`src/rtl/piso_stream_pkg.sv`:
```
// rtl/piso_stream_pkg.sv - shared sizing helpers for the piso_stream serializer
package piso_stream_pkg;

    function automatic int beats(input int dw, input int lanes);
        return (lanes < 1) ? 1 : dw / lanes;
    endfunction

    function automatic int cnt_w(input int b);
        return (b <= 1) ? 1 : $clog2(b);
    endfunction

endpackage

```
`src/rtl/piso_stream_if.sv`:
```
// rtl/piso_stream_if.sv - word-in / beat-out handshake bundle for piso_stream
interface piso_stream_if #(
    parameter int DATA_WIDTH = 16,
    parameter int LANES      = 1
);
    logic                  in_valid;
    logic                  in_ready;
    logic [DATA_WIDTH-1:0] in_data;
    logic                  in_msb_first;
    logic                  out_valid;
    logic                  out_ready;
    logic [LANES-1:0]      out_data;
    logic                  out_first;
    logic                  out_last;
    logic                  busy;

    modport master (
        output in_valid, in_data, in_msb_first, out_ready,
        input  in_ready, out_valid, out_data, out_first, out_last, busy
    );

    modport slave (
        input  in_valid, in_data, in_msb_first, out_ready,
        output in_ready, out_valid, out_data, out_first, out_last, busy
    );
endinterface

```
`src/rtl/piso_stream_hold_buf.sv`:
```
// rtl/piso_stream_hold_buf.sv - single-entry holding buffer, never overwritten while full
module piso_hold_buf #(
    parameter int W = 17
) (
    input  logic         clk,
    input  logic         resetn,
    input  logic         push,
    input  logic [W-1:0] push_data,
    input  logic         pop,
    output logic         valid,
    output logic [W-1:0] data,
    output logic         ready
);
    assign ready = !valid;

    always_ff @(posedge clk) begin
        if (!resetn) begin
            valid <= 1'b0;
            data  <= '0;
        end else if (push) begin
            valid <= 1'b1;
            data  <= push_data;
        end else if (pop) begin
            valid <= 1'b0;
        end
    end
endmodule

```
`src/rtl/piso_stream.sv`:
```
// rtl/piso_stream.sv - ready/valid parallel-in serial-out serializer, LSB- or MSB-first per word
module piso_stream
    import piso_stream_pkg::*;
#(
    parameter int DATA_WIDTH = 16,
    parameter int LANES      = 1
) (
    input  logic         clk,
    input  logic         resetn,
    piso_stream_if.slave bus
);
    localparam int BEATS = beats(DATA_WIDTH, LANES);
    localparam int CNT_W = cnt_w(BEATS);

    typedef struct packed {
        logic [DATA_WIDTH-1:0] data;
        logic                  msb_first;
    } entry_t;

    generate
        if (LANES < 1 || (DATA_WIDTH % LANES) != 0) begin : g_bad_params
            $error("piso_stream: LANES must be >= 1 and divide DATA_WIDTH");
        end
    endgenerate

    entry_t                in_entry;
    entry_t                hold_data;
    logic                  hold_vld;
    logic                  hold_ready;
    logic                  hold_push;
    logic                  hold_pop;
    logic                  accept;
    logic                  fire;
    logic                  sh_free;
    logic                  sh_vld;
    logic                  sh_msb;
    logic [DATA_WIDTH-1:0] sh_word;
    logic [CNT_W-1:0]      cnt;
    logic [LANES-1:0]      beat;
    logic                  at_last;

    assign in_entry     = '{data: bus.in_data, msb_first: bus.in_msb_first};
    assign bus.in_ready = resetn & hold_ready;
    assign accept       = bus.in_valid & bus.in_ready;
    assign fire         = sh_vld & bus.out_ready;
    assign at_last      = (cnt == CNT_W'(BEATS - 1));
    assign sh_free      = !sh_vld | (fire & at_last);
    // in_ready implies the buffer is empty, so an accepted word either bypasses or parks
    assign hold_push    = accept & !sh_free;
    assign hold_pop     = sh_free & hold_vld;

    piso_hold_buf #(.W($bits(entry_t))) u_hold (
        .clk       (clk),
        .resetn    (resetn),
        .push      (hold_push),
        .push_data (in_entry),
        .pop       (hold_pop),
        .valid     (hold_vld),
        .data      (hold_data),
        .ready     (hold_ready)
    );

    always_ff @(posedge clk) begin
        if (!resetn) begin
            sh_vld  <= 1'b0;
            sh_msb  <= 1'b0;
            sh_word <= '0;
            cnt     <= '0;
        end else if (sh_free) begin
            cnt <= '0;
            if (hold_vld) begin
                sh_vld  <= 1'b1;
                sh_word <= hold_data.data;
                sh_msb  <= hold_data.msb_first;
            end else if (accept) begin
                sh_vld  <= 1'b1;
                sh_word <= bus.in_data;
                sh_msb  <= bus.in_msb_first;
            end else begin
                sh_vld <= 1'b0;
            end
        end else if (fire) begin
            cnt <= cnt + 1'b1;
        end
    end

    // Constant part-selects per beat keep the mux free of variable-width index math
    always_comb begin
        beat = '0;
        for (int b = 0; b < BEATS; b++) begin
            if (cnt == CNT_W'(b)) begin
                beat = sh_msb ? sh_word[DATA_WIDTH-1-b*LANES -: LANES]
                              : sh_word[b*LANES +: LANES];
            end
        end
    end

    assign bus.out_valid = sh_vld;
    assign bus.out_data  = sh_vld ? beat : '0;
    assign bus.out_first = sh_vld & (cnt == '0);
    assign bus.out_last  = sh_vld & at_last;
    assign bus.busy      = sh_vld | hold_vld;
endmodule
```
`src/flat_wrapper.sv`:
```
// flat-port wrapper written by rule: the top's interface ports become plain ports
module piso_stream_flat import piso_stream_pkg::*;
#(
    parameter int DATA_WIDTH = 16,
    parameter int LANES      = 1
)
  (clk, resetn, bus_in_valid, bus_in_data, bus_in_msb_first, bus_out_ready, bus_in_ready, bus_out_valid, bus_out_data, bus_out_first, bus_out_last, bus_busy);
  piso_stream_if #(.DATA_WIDTH(DATA_WIDTH), .LANES(LANES)) bus_i ();
  input  logic clk;
  input  logic resetn;
  input wire logic [$bits(bus_i.in_valid)-1:0] bus_in_valid;
  input wire logic [$bits(bus_i.in_data)-1:0] bus_in_data;
  input wire logic [$bits(bus_i.in_msb_first)-1:0] bus_in_msb_first;
  input wire logic [$bits(bus_i.out_ready)-1:0] bus_out_ready;
  output wire logic [$bits(bus_i.in_ready)-1:0] bus_in_ready;
  output wire logic [$bits(bus_i.out_valid)-1:0] bus_out_valid;
  output wire logic [$bits(bus_i.out_data)-1:0] bus_out_data;
  output wire logic [$bits(bus_i.out_first)-1:0] bus_out_first;
  output wire logic [$bits(bus_i.out_last)-1:0] bus_out_last;
  output wire logic [$bits(bus_i.busy)-1:0] bus_busy;
  assign bus_i.in_valid = bus_in_valid;
  assign bus_i.in_data = bus_in_data;
  assign bus_i.in_msb_first = bus_in_msb_first;
  assign bus_i.out_ready = bus_out_ready;
  assign bus_in_ready = bus_i.in_ready;
  assign bus_out_valid = bus_i.out_valid;
  assign bus_out_data = bus_i.out_data;
  assign bus_out_first = bus_i.out_first;
  assign bus_out_last = bus_i.out_last;
  assign bus_busy = bus_i.busy;
  piso_stream #(.DATA_WIDTH(DATA_WIDTH), .LANES(LANES)) u_core (.clk(clk), .resetn(resetn), .bus(bus_i));
endmodule
```
`config.mk`:
```
export PLATFORM = sky130hd
export DESIGN_NAME = piso_stream_flat
export DESIGN_NICKNAME = d
export VERILOG_FILES = /design/src/rtl/piso_stream_pkg.sv /design/src/rtl/piso_stream_if.sv /design/src/rtl/piso_stream_hold_buf.sv /design/src/rtl/piso_stream.sv /design/src/flat_wrapper.sv
export SDC_FILE = /design/constraint.sdc
export NUM_CORES = 1
export LEC_CHECK = 0
export CORE_UTILIZATION = 58
export CTS_CLUSTER_SIZE = 24
export DETAILED_ROUTE_END_ITERATION = 10
export GPL_ROUTABILITY_DRIVEN = 0
export PLACE_DENSITY = 0.83
export SYNTH_ARGS = -nofsm -noshare
export SYNTH_HDL_FRONTEND = slang
export SYNTH_SLANG_ARGS = --single-unit
```
`constraint.sdc`:
```
create_clock -name clk -period 3.4 [get_ports clk]
set_input_delay 0.68 -clock clk [delete_from_list [all_inputs] [get_ports clk]]
set_output_delay 0.68 -clock clk [all_outputs]
set_load 0.02 [all_outputs]
```
==> results of run 1 <==
## cell usage after synthesis (2+ instances only)
master,n
a21oi_1,9
buf_2,8
nor3_1,2
a21boi_1,2
a211oi_1,3
nor2_1,5
nand3_1,3
nor2b_1,2
inv_1,3
nand3b_1,2
nand4_1,2
ha_1,4
mux2i_1,22
a21boi_0,16
o211a_1,17
clkbuf_1,8
xnor2_1,3
buf_6,3
nand2_1,58
mux2_2,10
dfxtp_1,40
## where the power goes
part,internal [mW],leakage [nW],total [mW],switching (mW)
clock,0.165,0.0445,0.330,0.166
combinational,0.0878,0.668,0.162,0.0745
sequential,0.492,0.327,0.513,0.0205
## state kept, by name (all words and copies together) (netlist names)
name and flops:
u_core.bus.out_valid 1, u_core.cnt 4, u_core.sh_msb 1, u_core.sh_word 16, u_core.u_hold.data 17, u_core.u_hold.valid 1
## through the flow
step	utilization (%)	cells	cell area [um^2]	worst slack, ns	hold slack (ns)
after floorplan	-	240	2190	1.10	0.435
final	72.9	305	2530	0.206	0.455
after CTS	72.9	305	2530	0.198	0.456
after global routing	72.9	305	2530	0.0458	0.478
after detailed placement	70.2	297	2430	0.528	0.446
after global placement	70.2	297	2430	0.561	0.441
## worst max-delay path, delay by kind of cell, from the launching register on
family | cells | cell delay, ns
AO/OA/AOI/OAI | 3 | 0.74
buffers and inverters | 2 | 0.64
flip-flops | 1 | 0.36
AND/OR/NAND/NOR | 2 | 0.25
adder cells (fa/ha/maj) | 1 | 0.23
## layer usage
layer  share of wire, %  track usage [%]  up-vias
met5                  0                0        -
met4                2.1             9.09        0
met3                3.7             6.16       10
met2                 49             41.9       37
met1                 45             28.3      805
li1                   -                -      878
## cell type report
type                            instances  area (um^2)  area share (%)
Clock buffer                            7         86.3            3.42
Clock inverter                          1         7.51           0.297
Inverter                                3         11.3           0.446
Multi-Input combinational cell        177         1270            50.1
Sequential cell                        40          801            31.7
Tap cell                               46         57.6            2.28
Timing Repair Buffer                   31          298            11.8
## path summary, 6_finish.rpt
check	from	end	slack, ns	cells after the start
worst max register to register	u_core.cnt[1]	u_core.u_hold.data[13]	1.18	6
worst max-delay path	u_core.cnt[0]	bus_out_data	0.21	8
worst min register to register	u_core.u_hold.data[8]	u_core.u_hold.data[8]	0.45	2
worst min-delay path	u_core.u_hold.data[8]	u_core.u_hold.data[8]	0.45	2
## cells by family after synthesis
group	Yosys count	share of synthesized area (%)
and+or+nand+nor	82	18.1
adders and majority gates	4	2.29
AOI/OAI and AO/OA	55	20.2
xor gates and xnor gates	3	1.20
DFF	40	36.6
buffers and inverters	23	5.61
muxes	33	15.9
==> flow_metrics.env, run 1 <==
export IMPL_ir_drop_uv=306
export IMPL_maxSlewViolCount=0
export IMPL_setup_viol=0
export IMPL_ys_flop_type="dfxtp_1"
export IMPL_max_freq_mhz=313
export IMPL_clkTransAtPathRegs_ns=0.07
export IMPL_path_cells="inv_1, ha_1, nor2b_1, a221oi_2, nor3b_1, a211o_1, a31o_1, clkdlybuf4s50_1"
export IMPL_post_route_period_util_pct=93.9
export IMPL_start_util_pct=63.0
export IMPL_clockBufferDepth=2
export IMPL_antenna_cells=0
export IMPL_drt_first_iter_violations=113
export IMPL_syn2layout_area_growth_pct=15.6
export IMPL_yosys_warnings=0
export IMPL_ys_seq_elements=40
export IMPL_syn_num_nets=265
export IMPL_post_route_min_period_ns=3.19
export IMPL_final_cell_mix="nand2_1 (58), dfxtp_1 (40), clkdlybuf4s50_1 (26)"
export IMPL_routed_wl_mm=4.30
export IMPL_fin_worst_skew_ns=0.00328
export IMPL_fillers=278
export IMPL_cp_slowest_cell="clkdlybuf4s50_1"
export IMPL_synth_edff_count=0
export IMPL_synth_top_area_share_pct=36.6
export IMPL_drt_vias_per_instance=5.67
export IMPL_crit_type="reg -> out"
export IMPL_grt_max_degree=37
export IMPL_syn_area_mm2=0.00219
export IMPL_synth_top_cell_by_area="dfxtp_1"
export IMPL_grt_use_total_pct=24.2
export IMPL_cts_tree="done"
export IMPL_drive_gt1_share_pct=11.2
export IMPL_crit_path_max_incr_delay_ns=0.53
export IMPL_grt_pass1_wl_mm=7.60
export IMPL_drtPass1Iterations=6
export IMPL_coreArea_mm2=0.00347
export IMPL_avgSynthCellArea_um2=9.11
export IMPL_synthTopCellsByArea="dfxtp_1 (37%), mux2i_1 (10%), nand2_1 (10%), o211a_1 (7.8%), a21boi_0 (5.5%)"
export IMPL_antenna_found_initial=0
export IMPL_place_detailed_hpwl_mm=3.02
export IMPL_io_buffer_count=26
export IMPL_die_w_um=63.4
export IMPL_maxSlewHeadroom_pct=53.7
export IMPL_cp_max_fo=4
export IMPL_synth_cells=240
export IMPL_ctsResizeCount=0
export IMPL_route_detailed_drc=0
export IMPL_cts_max_level=2
export IMPL_p_per_area_mw_per_mm2=398
export IMPL_nets=283
export IMPL_p_leak_nw=1.04
export IMPL_cts_setup_buffers=0
export IMPL_grt_pass1_vias=1689
export IMPL_finalHoldViolations=0
export IMPL_rsz0062_at_grt="no"
export IMPL_finalPower_mw=1.01
export IMPL_rows=21
export IMPL_worstPathRequired_ns=2.72
export IMPL_insertion_delay_ns=0.29
export IMPL_die_y_um=63.4
export IMPL_cts_sinks=40
export IMPL_vias=1730
export IMPL_cts_buffers=5
export IMPL_cp_end_kind="output port"
export IMPL_crit_arrival_ns=2.51
export IMPL_status="completed"
export IMPL_cp_start_kind="flop"
export IMPL_drv_cap=0
export IMPL_fin_tns_setup_ns=0
export IMPL_final_common_cell="nand2_1"
export IMPL_tightest_slew_ns=0.694
export IMPL_cts_hold_buf=0
export IMPL_drtAntennaViolNets=0
export IMPL_ys_async_sr_fraction_pct=0
export IMPL_synth_cell_types=39
export IMPL_avgRoutedWirePerCell_um=14.1
export IMPL_hold_path_class="reg -> reg"
export IMPL_overflow=0
export IMPL_ios=27
export IMPL_die_area_mm2=0.00402
export IMPL_clock_root_buffer="clkbuf_8"
export IMPL_ys_seq_area_share_pct=36.6
Power figures use the tool's default switching activity.
==> run 2: changes to the inputs <==
- CTS_CLUSTER_SIZE: 24 -> 16
- GPL_TIMING_DRIVEN: not set -> 0
==> run 2 against run 1 <==
  * Clock power is 10% lower
  * Via count is 4.2% higher
  * Power is 2.6% lower
  * Die area stayed put
  * Sequential power hardly changed
  * First-iteration DRC count is 15% lower
  * Setup slack worse by 0.030 ns
  * Fmax is 0.94% lower
  * Utilization is 1.6 points higher
  * Non-clock buffer count is 14 higher
  * Critical path type unchanged
  * Largest cell class unchanged
  * Largest power group unchanged
==> flow_metrics.env, run 2 (synthesized netlist as in run 1, its figures left out) <==
export IMPL_status="completed"
export IMPL_power_switching_mw=0.257
export IMPL_max_freq_mhz=310
export IMPL_setup_viol=0
export IMPL_cp_max_fo=4
export IMPL_power_share_sequential_pct=52.0
export IMPL_cp_num_buf_inv=2
export IMPL_largest_register_ffs=17
export IMPL_internal_power_mw=0.723
export IMPL_setup_slack_ns=0.176
export IMPL_clock_root_buffer="clkbuf_8"
export IMPL_p_leak_nw=1.08
export IMPL_clockPowerShare_pct=30.3
export IMPL_cts_tree="done"
export IMPL_coreArea_mm2=0.00347
export IMPL_clockBufferDepth=2
export IMPL_final_common_cell="nand2_1"
export IMPL_whs_endpoint="u_core.u_hold.data[8]"
export IMPL_cp_start_kind="flop"
export IMPL_drive_gt1_share_pct=13.2
export IMPL_ios=27
export IMPL_die_y_um=63.4
export IMPL_regMostFlops="u_core.u_hold.data"
export IMPL_syn2layout_area_growth_pct=18.1
export IMPL_ir_drop_uv=368
export IMPL_whs_path_depth=2
export IMPL_final_cell_mix="nand2_1 (58), dfxtp_1 (40), clkdlybuf4s50_1 (26)"
export IMPL_crit_path_max_incr_delay_ns=0.53
export IMPL_rows=21
export IMPL_hold_path_class="reg -> reg"
export IMPL_p_per_area_mw_per_mm2=379
export IMPL_critPathTopFamily="compound AO/OA/AOI/OAI gates"
export IMPL_grt_use_total_pct=25.5
export IMPL_routed_wl_mm=4.52
export IMPL_avgRoutedWirePerCell_um=14.2
export IMPL_drtPass1Iterations=4
export IMPL_cp_end_kind="output port"
export IMPL_rsz0062_at_grt="no"
export IMPL_crit_arrival_ns=2.54
export IMPL_io_buffer_count=26
export IMPL_path_cells="inv_1, ha_1, nor2b_1, a221oi_2, nor3b_1, a211o_1, a31o_1, clkdlybuf4s50_1"
export IMPL_r2r_end="u_core.sh_word[6]"
export IMPL_die_area_mm2=0.00402
export IMPL_cts_sinks=40
export IMPL_fin_worst_skew_ns=0.00372
export IMPL_nets=297
export IMPL_grt_max_degree=13
export IMPL_r2r_slack_ns=1.48
export IMPL_start_util_pct=63.0
export IMPL_combPwrFrac_pct=17.7
export IMPL_tightest_slew_ns=0.535
export IMPL_finalHoldViolations=0
export IMPL_insertion_delay_ns=0.29
export IMPL_die_w_um=63.4
export IMPL_place_worst_setup_slack_ns=0.102
export IMPL_cp_slowest_cell="clkdlybuf4s50_1"
export IMPL_place_detailed_hpwl_mm=3.35
export IMPL_maxSlewHeadroom_pct=64.4
export IMPL_fin_tns_setup_ns=0
export IMPL_post_route_min_period_ns=3.22
export IMPL_antenna_found_initial=0
export IMPL_drt_vias_per_instance=5.67
export IMPL_cts_hold_buf=0
export IMPL_reg_top3="u_core.u_hold.data (17), u_core.sh_word (16), u_core.cnt (4)"
export IMPL_cts_buffers=5
export IMPL_min_from="u_core.u_hold.data[8]"
export IMPL_drv_cap=0
export IMPL_grt_pass1_wl_mm=8.14
export IMPL_drtAntennaViolNets=0
export IMPL_post_route_period_util_pct=94.8
export IMPL_route_detailed_drc=0
export IMPL_maxSlewViolCount=0
export IMPL_worstPathRequired_ns=2.72
export IMPL_crit_type="reg -> out"
export IMPL_clkTransAtPathRegs_ns=0.07
export IMPL_switching_share_pct=26.2
export IMPL_ff2ff_path_depth=6
export IMPL_rr_startpoint="u_core.cnt[1]"
export IMPL_antenna_cells=0
export IMPL_grt_pass1_vias=1866
export IMPL_overflow=0
export IMPL_drt_first_iter_violations=96
export IMPL_vias=1802
export IMPL_cts_max_level=2
## run 2: cell types whose count changed in the layout (fill, tap and decap cells not counted)
| cell | previous run | this run |
|---|---|---|
| buf_2 | 0 | 8 |
| clkbuf_1 | 1 | 6 |
| buf_4 | 5 | 1 |
| buf_6 | 0 | 3 |
| a21oi_1 | 8 | 9 |
| a21oi_2 | 1 | 0 |
| clkbuf_2 | 0 | 1 |
| clkbuf_8 | 6 | 5 |
| clkinv_2 | 0 | 1 |
## run 2: worst max path at each step
stage,startpoint,endpoint,slack (ns),cells after the start
after floorplan,u_core.cnt[0],bus_out_data,1.10,7
after global placement,resetn,bus_in_ready,0.11,5
after detailed placement,resetn,bus_in_ready,0.10,5
after CTS,resetn,bus_in_ready,0.09,5
after global routing,u_core.cnt[1],bus_out_data,0.02,8
final,u_core.cnt[0],bus_out_data,0.18,8
## run 2: power by group through the flow
| stage | Sequential, mW | Clock, mW | Combinational, mW |
|---|---|---|---|
| 2_1_floorplan | 0.516 | 0 | 0.114 |
| 3_3_place_gp | 0.519 | 0 | 0.171 |
| 3_5_place_dp | 0.520 | 0 | 0.173 |
| 4_1_cts | 0.509 | 0.303 | 0.174 |
| 5_1_grt | 0.512 | 0.321 | 0.191 |
| 6_report | 0.510 | 0.297 | 0.173 |
## run 2: metal layers
metal	global-route usage, %	routed length (um)	vias to the layer above	part of all wire [%]
li1	-	-	907	-
met1	30.9	2170	860	48
met2	44.5	2220	33	49
met3	4.71	117	2	2.6
met4	8.52	13	0	0.29
met5	0	0	-	0
## run 2: timing repair
item | in CTS | in global routing
gates resized for setup | 0 | 2
setup endpoints to repair | 0 | 2
setup buffers | 0 | 0
## run 2: worst min-delay path, cell delays in order, from the launching register on
cell	delay, ns
dfxtp_1	0.31
nand2_1	0.05
a21boi_1	0.05
## run 2: through the flow
| stage | power [mW] | util, % | cells | cell area [um^2] | hold slack (ns) |
|---|---|---|---|---|---|
| 2_1_floorplan | 0.629 | - | 240 | 2190 | 0.435 |
| 3_3_place_gp | 0.689 | 72.2 | 312 | 2500 | 0.440 |
| 3_5_place_dp | 0.694 | 72.2 | 312 | 2500 | 0.446 |
| 4_1_cts | 0.986 | 74.5 | 319 | 2580 | 0.457 |
| 5_1_grt | 1.02 | 74.5 | 318 | 2580 | 0.485 |
| 6_report | 0.980 | 74.5 | 318 | 2580 | 0.453 |
## run 2: cell type report
class                   instances  area (um^2)
plain buffers                  19          109
clock buffers                   5         68.8
inverters                       3         11.3
repair buffers                 26          260
multi-input cells             177         1260
clock inverters                 2         12.5
well taps                      46         57.6
fillers                       303          886
flip-flops and latches         40          801
==> RTL change 1: new RTL, config.mk and constraints of run 2 <==
`DATA_WIDTH` is set to 16 in 3 places; all go to 32.
--- a/src/rtl/piso_stream_if.sv
+++ b/src/rtl/piso_stream_if.sv
@@ -2,3 +2,3 @@
 interface piso_stream_if #(
-    parameter int DATA_WIDTH = 16,
+    parameter int DATA_WIDTH = 32,
     parameter int LANES      = 1
--- a/src/rtl/piso_stream.sv
+++ b/src/rtl/piso_stream.sv
@@ -4,3 +4,3 @@
 #(
-    parameter int DATA_WIDTH = 16,
+    parameter int DATA_WIDTH = 32,
     parameter int LANES      = 1
--- a/src/flat_wrapper.sv
+++ b/src/flat_wrapper.sv
@@ -3,3 +3,3 @@
 #(
-    parameter int DATA_WIDTH = 16,
+    parameter int DATA_WIDTH = 32,
     parameter int LANES      = 1
Interface: changed (resized bus_in_data); port bits go from 27 to 43. The function was not compared with the original's and may differ.
==> RTL change 1 against run 2 <==
The run now ends with design-rule violations left. Core utilization shrank 3.8 points. Sequential share of layout area shrank 0.57 points. Clock skew grew 0.0032 ns. Sequential cell count grew 33. Hold slack gained 0.0078 ns. Register-to-register slack lost 0.74 ns. Power grew 92%. Area after synthesis grew 86%. Setup slack lost 0.013 ns. Routed wire length grew 120%. Combinational power grew 83%. Design area grew 86%. Largest power group unchanged.
==> RTL change 1: results (changes against run 2) <==
** Timing
- Worst clock skew :: 0.00691 ns (was 0.00372 ns)
- Worst-margin pin slew :: 0.511 ns (was 0.535 ns)

** CTS
- Insertion delay to the later sink of the worst-skew pair :: 0.35 ns (was 0.29 ns)
- The post-CTS resize count was 8 (was 0).

** Cells and area
- Layout Cells excl Fill :: 613 (was 318)
- The post-layout net count is 555 (was 297).

** Route
- The post-route DRC violation count is 1 (was 0).
- Drt pass-1 iters :: 8 (was 4)
- The violation count after the first detailed-routing iteration is 365 (was 96).
- The average detailed-routed wire length per instance came to 16.3 um (was 14.2 um).
- Ratio of routed vias to standard cells :: 5.91 (was 5.67)

** Status
- Status :: finished with violations (was completed)
- The final reports fail on design-rule violations.

** Place
- The placed cell count came to 598 (was 312).

** Worst setup path
- Slack of the worst reg-to-reg path :: 0.74 ns (was 1.48 ns)
- R2R Path Start :: u_core.cnt[0] (was u_core.cnt[1])
- The data arrival time of the worst path is 2.56 ns (was 2.54 ns).

** Synthesis
- Top area cells in the synthesized netlist :: dfxtp_1 36%, mux2i_1 13%, nand2_1 10%, o211a_1 8.1%, a21boi_0 6.1% (was dfxtp_1 37%, mux2i_1 10%, nand2_1 10%, o211a_1 7.8%, a21boi_0 5.5%)
- Syn_nets :: 505 (was 265)
- Portion of the post-synthesis area used by sequential elements :: 36.0% (was 36.6%)

** Hold path
- The start point of the worst hold path is u_core.u_hold.data[9] (was u_core.u_hold.data[8]).
- The end point of the most critical hold path is u_core.u_hold.data[9] (was u_core.u_hold.data[8]).

** Power
- Clk pwr :: 0.630 mW (was 0.297 mW)
- Switching Fraction :: 28.6% (was 26.2%)
- Peak supply drop :: 0.277 mV (was 0.368 mV)

** Global routing
- Global-route wire length before repair :: 16.0 mm (was 8.14 mm)
- Number of global-route vias before repair :: 3322 (was 1866)
RTL change 1: changes by cell type after synthesis, sizes merged, moves of 6 or more:
cell    before  now
nand2       58  108
dfxtp       40   73
mux2i       22   53
a21boi      18   34
o211a       17   33
clkbuf       8   21
o21ai        1   10
buf         12   20
nor2         5   11
RTL change 1: worst max-delay path, stage by stage, from the launching register on:
cell	delay (ns)
dfxtp_1	0.33
inv_1	0.11
ha_1	0.33
clkbuf_2	0.31
inv_1	0.10
nor3_1	0.19
a21oi_1	0.06
o311ai_0	0.42
a21o_1	0.14
a31oi_1	0.04
buf_2	0.17
RTL change 1: layout make-up:
cell class                      instances  area share (%)
Multi-Input combinational cell        342            50.0
Tap cell                               96            2.50
Clock buffer                           10            2.87
Inverter                                6           0.469
Sequential cell                        73            30.4
Clock inverter                          6           0.886
Timing Repair Buffer                   40            8.24
Buffer                                 40            4.56
RTL change 1: logic make-up after synthesis:
family,synth area share (%)
adder cells (fa/ha/maj),1.85
buffers and inverters,5.79
AND/OR/NAND/NOR,16.0
AO/OA/AOI/OAI,23.3
flip-flops,36.0
multiplexers,17.1
RTL change 1: worst max-delay path by stage:
| stage | depth (start not counted) | startpoint | end |
|---|---|---|---|
| floorplan | 10 | u_core.cnt[0] | bus_out_data |
| global placement | 11 | u_core.cnt[0] | bus_out_data |
| detailed placement | 11 | u_core.cnt[0] | bus_out_data |
| CTS | 12 | u_core.cnt[0] | bus_out_data |
| global route | 10 | u_core.cnt[0] | bus_out_data |
| finish | 10 | u_core.cnt[1] | bus_out_data |
RTL change 1: per-layer routing:
metal / up-vias / part of all wire (%) / global-route usage (%)
met5: - / 0 / 0
met4: 0 / 1.7 / 9.85
met3: 20 / 5.7 / 3.75
met2: 145 / 48 / 45.5
met1: 1715 / 45 / 37.7
li1: 1741 / - / -
==> RTL change 2: new RTL, flow settings as in run 2 <==
Made on the original files. Reset style: asynchronous (`resetn`), changed in 2 clocked blocks.
--- a/src/rtl/piso_stream_hold_buf.sv
+++ b/src/rtl/piso_stream_hold_buf.sv
@@ -15,3 +15,3 @@
 
-    always_ff @(posedge clk) begin
+    always_ff @(posedge clk or negedge resetn) begin
         if (!resetn) begin
--- a/src/rtl/piso_stream.sv
+++ b/src/rtl/piso_stream.sv
@@ -62,3 +62,3 @@
 
-    always_ff @(posedge clk) begin
+    always_ff @(posedge clk or negedge resetn) begin
         if (!resetn) begin
Behaviour: differs if resetn is asserted again (counterexample within 4 cycles, from zero or initial values and one cycle with resetn low); with resetn held inactive, the same outputs for 10 cycles.
==> RTL change 2 against run 2 <==
Register-to-register slack better by 0.07 ns. First-iteration DRC count is 8.3% lower. Die area is 0.44% higher. Sequential cell count stayed put. Global-route usage is 0.24 points lower. Design area is 1.9% higher. Routed wire length is 1.4% higher. Sequential share of layout area is 7.0 points higher. Area after synthesis is 0.46% higher. Non-clock buffer count is 8 lower. Setup slack better by 0.013 ns.
Power is not compared: it rests on default switching activity, and its combinational part moved more than twofold at a synthesized area within 25%.
==> RTL change 2: results (changes against run 2) <==
** Status
- Status: completed (unchanged).

** Hold path
- The type of the most critical hold path is in -> async (was reg -> reg).

** Cells and area
- The post-route non-filler standard cell count was 283 (was 318).
- The post-layout net count was 261 (was 297).
- Ratio of cells with drive above 1 in the final layout :: 19.0% (was 13.2%)

** Worst setup path
- The data arrival time of the worst path was 2.53 ns (was 2.54 ns).
- Worst r2r dst :: u_core.u_hold.data[7] (was u_core.sh_word[6])
- The largest stage delay on the critical path was 0.43 ns (was 0.53 ns).
- The launch point of the worst reg-to-reg path is u_core.cnt[0] (was u_core.cnt[1]).
- Highest net fanout along the worst path :: 5 (was 4)
- Slack of the worst reg-to-reg path :: 1.55 ns (was 1.48 ns)
- The highest-delay cell along the critical path was dfrtp_1 (was clkdlybuf4s50_1).
- The startpoint of the worst setup timing path is u_core.cnt[0] (unchanged).

** Global routing
- The met2 routing resource usage after global routing came to 43.8% (was 44.5%).
- The first-pass GRT wire length came to 7.69 mm (was 8.14 mm).
- The met3 track demand over resource in global routing was 4.53% (was 4.71%).
- Number of global-route vias before repair :: 1675 (was 1866)
- Met1 Usage GRT :: 31.5% (was 30.9%)
- Total global routing track utilization :: 25.2% (was 25.5%)
- The pin count of the biggest net entering global routing came to 43 (was 13).

** Route
- Wire length on met1 :: 2.06 mm (was 2.17 mm)
- The routed via count came to 1639 (was 1802).
- Routed length on met3 :: 166 um (was 117 um)
- Violation count after the first detailed-routing iteration :: 88 (was 96)

** Synthesis
- The count of cell types in the netlist was 41 (was 39).
- The post-synthesis adder-cell area fraction is 2.28% (was 2.29%).
- Gate count after technology mapping :: 203 (was 240)
- Top cell types by occurrence after synthesis :: 40 x dfrtp_1, 31 x mux2i_1, 24 x nor2_1, 23 x a21oi_1, 19 x mux2_2 (was 58 x nand2_1, 40 x dfxtp_1, 22 x mux2i_1, 17 x o211a_1, 16 x a21boi_0)
- The sequential cell area fraction in the yosys report came to 45.6% (was 36.6%).
- The share of cell area taken by muxes after synthesis is 23.9% (was 15.9%).
- Syn_nets :: 228 (was 265)
- Top area cells in the synthesized netlist: dfrtp_1 46%, mux2i_1 14%, mux2_2 9.7%, a21oi_1 5.2%, nor2_1 4.1% (was dfxtp_1 37%, mux2i_1 10%, nand2_1 10%, o211a_1 7.8%, a21boi_0 5.5%).

** CTS
- Number of gates given a new drive strength after cts :: 2 (was 0)

** Place
- The HPWL reported at the end of detailed placement was 3.39 mm (was 3.35 mm).

** Timing
- The max-slew headroom at the worst pin is 40.8% (was 64.4%).
- Worst hold margin :: 0.501 ns (was 0.453 ns)
[RTL change 2: changes by cell type after synthesis, moves of 7 or more]
cell / change
o211a_1: -17
mux2_2: +9
nand2_1: -52
mux2i_1: +9
nor2_1: +19
a21boi_0: -16
clkbuf_1: -7
dfrtp_1: +40
dfxtp_1: -40
a21oi_1: +14
[RTL change 2: area by class of cell]
| type | count | area [um2] | area share [%] |
|---|---|---|---|
| plain buffers | 11 | 86.3 | 3.28 |
| clock buffers | 6 | 82.6 | 3.14 |
| clock inverters | 2 | 38.8 | 1.47 |
| inverters | 7 | 26.3 | 0.999 |
| multi-input cells | 145 | 1080 | 41.2 |
| flip-flops and latches | 40 | 1000 | 38.0 |
| well taps | 46 | 57.6 | 2.19 |
| repair buffers | 26 | 254 | 9.65 |
[RTL change 2: critical path, delay by kind of cell (launching register included)]
kind / cells / cell delay [ns]
simple gates: 2 / 0.43
flops: 1 / 0.43
buf+inv: 2 / 0.49
fa+ha+maj: 1 / 0.23
compound gates: 3 / 0.64
